`config.mk`:
```
export PLATFORM = sky130hd
export DESIGN_NAME = digit_entry_ctrl
export DESIGN_NICKNAME = d
export VERILOG_FILES = /design/src/rtl/digit_entry_ctrl.sv
export SDC_FILE = /design/constraint.sdc
export NUM_CORES = 1
export LEC_CHECK = 0
export ABC_AREA = 1
export BUFFER_PORTS_ARGS = -buffer_cell sky130_fd_sc_hd__buf_4
export CAP_MARGIN = 30
export CORE_MARGIN = 4
export CORE_UTILIZATION = 49
export CTS_CLUSTER_SIZE = 8
export DETAILED_ROUTE_END_ITERATION = 10
export PLACE_DENSITY = 0.76
export SYNTH_ARGS = -nofsm -noshare
export SYNTH_HDL_FRONTEND = slang
export SYNTH_SLANG_ARGS = --single-unit
```
`constraint.sdc`:
```
create_clock -name clk -period 1.9 [get_ports clk]
set_clock_uncertainty 0.15 [all_clocks]
set_input_delay 0.38 -clock clk [delete_from_list [all_inputs] [get_ports clk]]
set_output_delay 0.38 -clock clk [all_outputs]
set_load 0.02 [all_outputs]
```
`src/rtl/digit_entry_ctrl.sv`:
```
// Operand digit-entry controller: turns debounced button levels into accumulator load/clear strobes.
// Optional inactivity timeout is compiled in with `define ENTRY_TIMEOUT_EN.
module digit_entry_ctrl #(
  parameter int unsigned N              = 16,
  parameter int unsigned MAX_DIGITS     = 4,
  parameter int unsigned TIMEOUT_CYCLES = 100000000
) (
  input  logic                               clk,
  input  logic                               rst,
  input  logic                               btn_digit,
  input  logic                               btn_enter,
  input  logic                               btn_clear,
  input  logic                               mode_sel,
  input  logic [3:0]                         sin,
  output logic                               acc_load,
  output logic                               acc_clr,
  output logic                               acc_mode,
  output logic [3:0]                         acc_din,
  output logic                               op_valid,
  output logic                               op_sel,
  output logic                               err,
  output logic [$clog2(MAX_DIGITS+1)-1:0]    digit_cnt,
  output logic                               done
);

  localparam int unsigned CW = $clog2(MAX_DIGITS + 1);

  typedef enum logic [1:0] {S_A, S_B, S_DONE} state_t;

  // A full operand of hex digits must fit the downstream accumulator.
  if (4 * MAX_DIGITS > N) begin : g_width_chk
    $error("digit_entry_ctrl: MAX_DIGITS hex digits exceed accumulator width N");
  end

  state_t          state_q, state_d;
  logic            dig_prev_q, ent_prev_q, clr_prev_q;
  logic            acc_load_q, acc_load_d;
  logic            acc_clr_q, acc_clr_d;
  logic            acc_mode_q, acc_mode_d;
  logic [3:0]      acc_din_q, acc_din_d;
  logic            op_valid_q, op_valid_d;
  logic            op_sel_q, op_sel_d;
  logic            err_q, err_d;
  logic [CW-1:0]   cnt_q, cnt_d;
  logic            done_q, done_d;
  logic            pend_q, pend_d;

  logic            dig_ev, ent_ev, clr_ev;
  logic            mode_eff;
  logic            tmo_hit;

  assign dig_ev = btn_digit & ~dig_prev_q;
  assign ent_ev = btn_enter & ~ent_prev_q;
  assign clr_ev = btn_clear & ~clr_prev_q;

  // Radix that the incoming digit will be judged against.
  assign mode_eff = (cnt_q == '0) ? mode_sel : acc_mode_q;

`ifdef ENTRY_TIMEOUT_EN
  localparam int unsigned TW = $clog2(TIMEOUT_CYCLES + 1);

  logic [TW-1:0] tmr_q, tmr_d;
  logic          tmr_run;

  assign tmr_run = ~(dig_ev | ent_ev | clr_ev) & ~pend_q &
                   (state_q != S_DONE) & (cnt_q != '0);
  assign tmo_hit = tmr_run && (tmr_q == TW'(TIMEOUT_CYCLES - 1));

  always_comb begin
    tmr_d = '0;
    if (tmr_run && !tmo_hit) begin
      tmr_d = tmr_q + TW'(1);
    end
  end

  always_ff @(posedge clk) begin
    if (!rst) begin
      tmr_q <= '0;
    end else begin
      tmr_q <= tmr_d;
    end
  end
`else
  if (TIMEOUT_CYCLES == 0) begin : g_tmo_chk
    $error("digit_entry_ctrl: TIMEOUT_CYCLES must be nonzero");
  end

  assign tmo_hit = 1'b0;
`endif

  always_comb begin
    state_d    = state_q;
    acc_load_d = 1'b0;
    acc_clr_d  = 1'b0;
    acc_mode_d = acc_mode_q;
    acc_din_d  = acc_din_q;
    op_valid_d = 1'b0;
    op_sel_d   = op_sel_q;
    err_d      = 1'b0;
    cnt_d      = cnt_q;
    pend_d     = 1'b0;

    if (clr_ev) begin
      state_d   = S_A;
      acc_clr_d = 1'b1;
      op_sel_d  = 1'b0;
      cnt_d     = '0;
    end else if (pend_q) begin
      // Second half of committing A: enter/digit events on this cycle are dropped.
      acc_clr_d = 1'b1;
      op_sel_d  = 1'b1;
      cnt_d     = '0;
    end else if (state_q != S_DONE) begin
      if (ent_ev) begin
        if (cnt_q == '0) begin
          err_d = 1'b1;
        end else begin
          op_valid_d = 1'b1;
          if (state_q == S_A) begin
            state_d = S_B;
            pend_d  = 1'b1;
          end else begin
            state_d = S_DONE;
          end
        end
      end else if (dig_ev) begin
        if (cnt_q == CW'(MAX_DIGITS) || (mode_eff && sin > 4'd9)) begin
          err_d = 1'b1;
        end else begin
          acc_load_d = 1'b1;
          acc_din_d  = sin;
          acc_mode_d = mode_eff;
          cnt_d      = cnt_q + CW'(1);
        end
      end else if (tmo_hit) begin
        err_d     = 1'b1;
        acc_clr_d = 1'b1;
        cnt_d     = '0;
      end
    end

    done_d = (state_d == S_DONE);
  end

  always_ff @(posedge clk) begin
    if (!rst) begin
      state_q    <= S_A;
      dig_prev_q <= 1'b1;
      ent_prev_q <= 1'b1;
      clr_prev_q <= 1'b1;
      acc_load_q <= 1'b0;
      acc_clr_q  <= 1'b1;
      acc_mode_q <= 1'b0;
      acc_din_q  <= '0;
      op_valid_q <= 1'b0;
      op_sel_q   <= 1'b0;
      err_q      <= 1'b0;
      cnt_q      <= '0;
      done_q     <= 1'b0;
      pend_q     <= 1'b0;
    end else begin
      state_q    <= state_d;
      dig_prev_q <= btn_digit;
      ent_prev_q <= btn_enter;
      clr_prev_q <= btn_clear;
      acc_load_q <= acc_load_d;
      acc_clr_q  <= acc_clr_d;
      acc_mode_q <= acc_mode_d;
      acc_din_q  <= acc_din_d;
      op_valid_q <= op_valid_d;
      op_sel_q   <= op_sel_d;
      err_q      <= err_d;
      cnt_q      <= cnt_d;
      done_q     <= done_d;
      pend_q     <= pend_d;
    end
  end

  assign acc_load  = acc_load_q;
  assign acc_clr   = acc_clr_q;
  assign acc_mode  = acc_mode_q;
  assign acc_din   = acc_din_q;
  assign op_valid  = op_valid_q;
  assign op_sel    = op_sel_q;
  assign err       = err_q;
  assign digit_cnt = cnt_q;
  assign done      = done_q;

endmodule

```
==> flow_summary.yaml <==
run_status:
  status: "finished, final reports clean"
synthesis:
  synth_area_sq_um: 862.1
  ys_ff_latch: 20
  synth_compound_area_frac: 0.05080
  ys_types: 21
  netlist.area_leader.share: 0.4644
  synthSimpleGateAreaFrac: 0.3498
  synth_top_cell_by_area: "dfxtp_1"
  netlist_instances: 115
  yosys.area_share.adder: 0.02903
  synth_top_family_by_area: "simple AND/OR/NAND/NOR gates"
  synth_nets: 127
  syn-mean-instance-area_sq_um: 7.496
  synthMuxAreaShare: 0
  synth_xor_area_frac: 0.01016
  synthTopCellsByArea: "dfxtp_1 46%, nand2_1 10%, nor2_1 10%"
  synth_warnings: 0
  ys_seq_area_frac: 0.4644
pwr:
  combPwrFrac: 0.147
  seq_power_share: 0.597
  switching_share: 0.2484
  p_leak_nw: 0.5723
  powerDensity_nw_per_um2: 682.7
  p_sw_w: 0.0001827
  clockPowerShare: 0.256
  ir_drop_uv: 412.9
  internal_power_w: 0.0005528
setup_path:
  cp.required_ns: 1.94
  arrival_ns: 1.67
  cpMostUsedCell: "nand2_2"
  slowest_stage: "dfxtp_1"
  crit_buf_inv: 1
  worst-path-max-fanout: 10
  cp_cell_sequence: "inv_1 -> ha_1 -> nand2_2 -> nand2_2 -> nand3_4 -> nand4_4 -> o21bai_1 -> nor2_1"
  critical_path.endpoint_type: "register"
  max_stage_delay_ns: 0.39
  reg2reg_slack_ns: 0.26
  setup.worst_path.start_class: "register"
  crit_type: "reg2reg"
  critPathTopFamily: "simple AND/OR/NAND/NOR gates"
clock_tree:
  cts_resized: 0
  numCtsBuffers: 3
  cts_setup_buffers: 0
  cts_sinks: 20
  path_clk_slew_ns: 0.10
  clock_latency_ns: 0.28
  cts_tree: "yes"
  cts_buffer_depth: 2
  cts_root_buf: "clkbuf_4"
  ctsHoldBuffers: 0
  h-tree-depth: 1
route:
  wl_per_cell_microns: 10.12
  first_iter_violations: 13
  wirelength_mm: 1.589
  vias: 743
  ant_nets: 0
  routed_via_density: 4.732
  first_pass_iters: 4
  drc: 0
final_layout:
  layout-drive-gt1-share: 0.2482
  antenna_cells: 0
  layout.nets: 155
  area_growth_pct: 24.96
  fin_area_sq_um: 1077
  largest_reg_flops: 4
  fillerInstances: 134
floorplan:
  num_rows: 14
  die_w_microns: 49.95
  core_area_sq_um: 1577
  fp.dieH_microns: 49.95
  start_util: 0.5468
  pin_count: 24
  die_area_sq_um: 2495
timing:
  final_hold_viol_count: 0
  clock.fmax_mhz: 611.0
  setup-tns-final_ns: 0
  maxSlewHeadroom: 0.8428
  rsz0062_at_grt: "false"
  min_period_ns: 1.637
  finalMaxSlewViolations: 0
  worst_pin_slew_ns: 0.2350
  finalSetupViolations: 0
  fin_crit_sh: 0.8614
global_routing:
  grt_pass1_vias: 697
  gr-usage-all-layers: 0.1450
  grt_max_degree: 11
  antenna_found_initial: 0
  grt_pass1_wl_mm: 2.801
  overflow: 0
run:
  cap_violations: 0
placement:
  place_hpwl_mm: 1.295
  portBuffers: 23
  place.gp.congestion: 0.8377
  placed_area_sq_um: 1055
min_path:
  min_path_type: "in2reg"
## layout make-up
cell class | count | area, sq um | share of cell area
inverters | 22 | 82.58 | 0.07666
repair buffers | 23 | 172.7 | 0.1603
multi-input cells | 73 | 379.1 | 0.3519
clock buffers | 3 | 22.52 | 0.02091
well taps | 16 | 20.02 | 0.01858
flip-flops and latches | 20 | 400.4 | 0.3717
## synth_stat cells, drive strengths merged
master	n
and2	1
or2	2
ha	2
o21bai	1
nor2	24
a21oi	4
dfxtp	20
nor4	1
inv	22
nand3	6
nand4	3
o211ai	1
nand2	26
xor2	1
o2111ai	1
## worst reg2reg max path, stage by stage, from the launching register on
cell,delay (ns)
dfxtp_1,0.39
inv_1,0.07
ha_1,0.24
nand2_2,0.11
nand2_2,0.07
nand3_4,0.11
nand4_4,0.15
o21bai_1,0.18
nor2_1,0.05
## cell usage in the layout (no fill, tap or decap)
cell and count:
nor2_1 23, clkbuf_4 3, nand4_4 1, a21oi_1 4, dfxtp_1 20, xor2_1 1, nand3_4 1, inv_1 21
nand2_1 24, o21bai_1 1, o2111ai_1 1, nor4_1 1, nand4_1 2, or2_2 2, o211ai_1 1, nand2_2 2
ha_1 2, nor2_2 1, nand3_1 4, nand3_2 1, inv_2 1, buf_4 23, and2_1 1
## power by group through the flow
stage               Clock (W)  Sequential [W]  Combinational [W]
floorplan                   0        0.000461          0.0000538
global placement            0        0.000449           0.000107
detailed placement          0        0.000449           0.000109
CTS                  0.000201        0.000440           0.000109
global route         0.000218        0.000442           0.000121
finish               0.000188        0.000439           0.000108
## metrics by stage
stage                     power [W]  hold WS, ns    util  setup slack [ns]  std cells
after CTS                 0.0007496       0.1193  0.6833            0.2676        157
after floorplan           0.0005148       0.2736       -            0.2739        115
after global placement    0.0005560       0.3114  0.6690            0.3670        154
after global routing      0.0007813       0.1085  0.6833            0.1682        157
final                     0.0007355       0.1340  0.6833            0.2633        157
after detailed placement  0.0005582       0.3059  0.6690            0.2763        154
## kinds of logic after synthesis
family / count (synthesis)
DFF: 20
adders and majority gates: 2
xor gates and xnor gates: 1
and+or+nand+nor: 63
buffers and inverters: 22
AOI/OAI and AO/OA: 7
## path summary, 6_finish.rpt
| kind | from | to | depth (start not counted) |
|---|---|---|---|
| setup / recovery | digit_cnt[0]$_SDFFE_PP0P_ | acc_mode$_SDFFE_PN0P_ | 8 |
| hold reg to reg | state_q[1]$_SDFF_PN0_ | pend_q$_SDFF_PP0_ | 1 |
| setup reg to reg | digit_cnt[0]$_SDFFE_PP0P_ | acc_mode$_SDFFE_PN0P_ | 8 |
| hold / removal | btn_enter | ent_prev_q$_SDFF_PN1_ | 2 |
## layer usage
metal	GRT usage	vias up	share of wire
li1	-	405	-
met1	0.1715	327	0.47
met2	0.2357	9	0.48
met3	0.03012	2	0.033
met4	0.09217	0	0.013
met5	0	-	0
(Power assumes the default switching activity.)
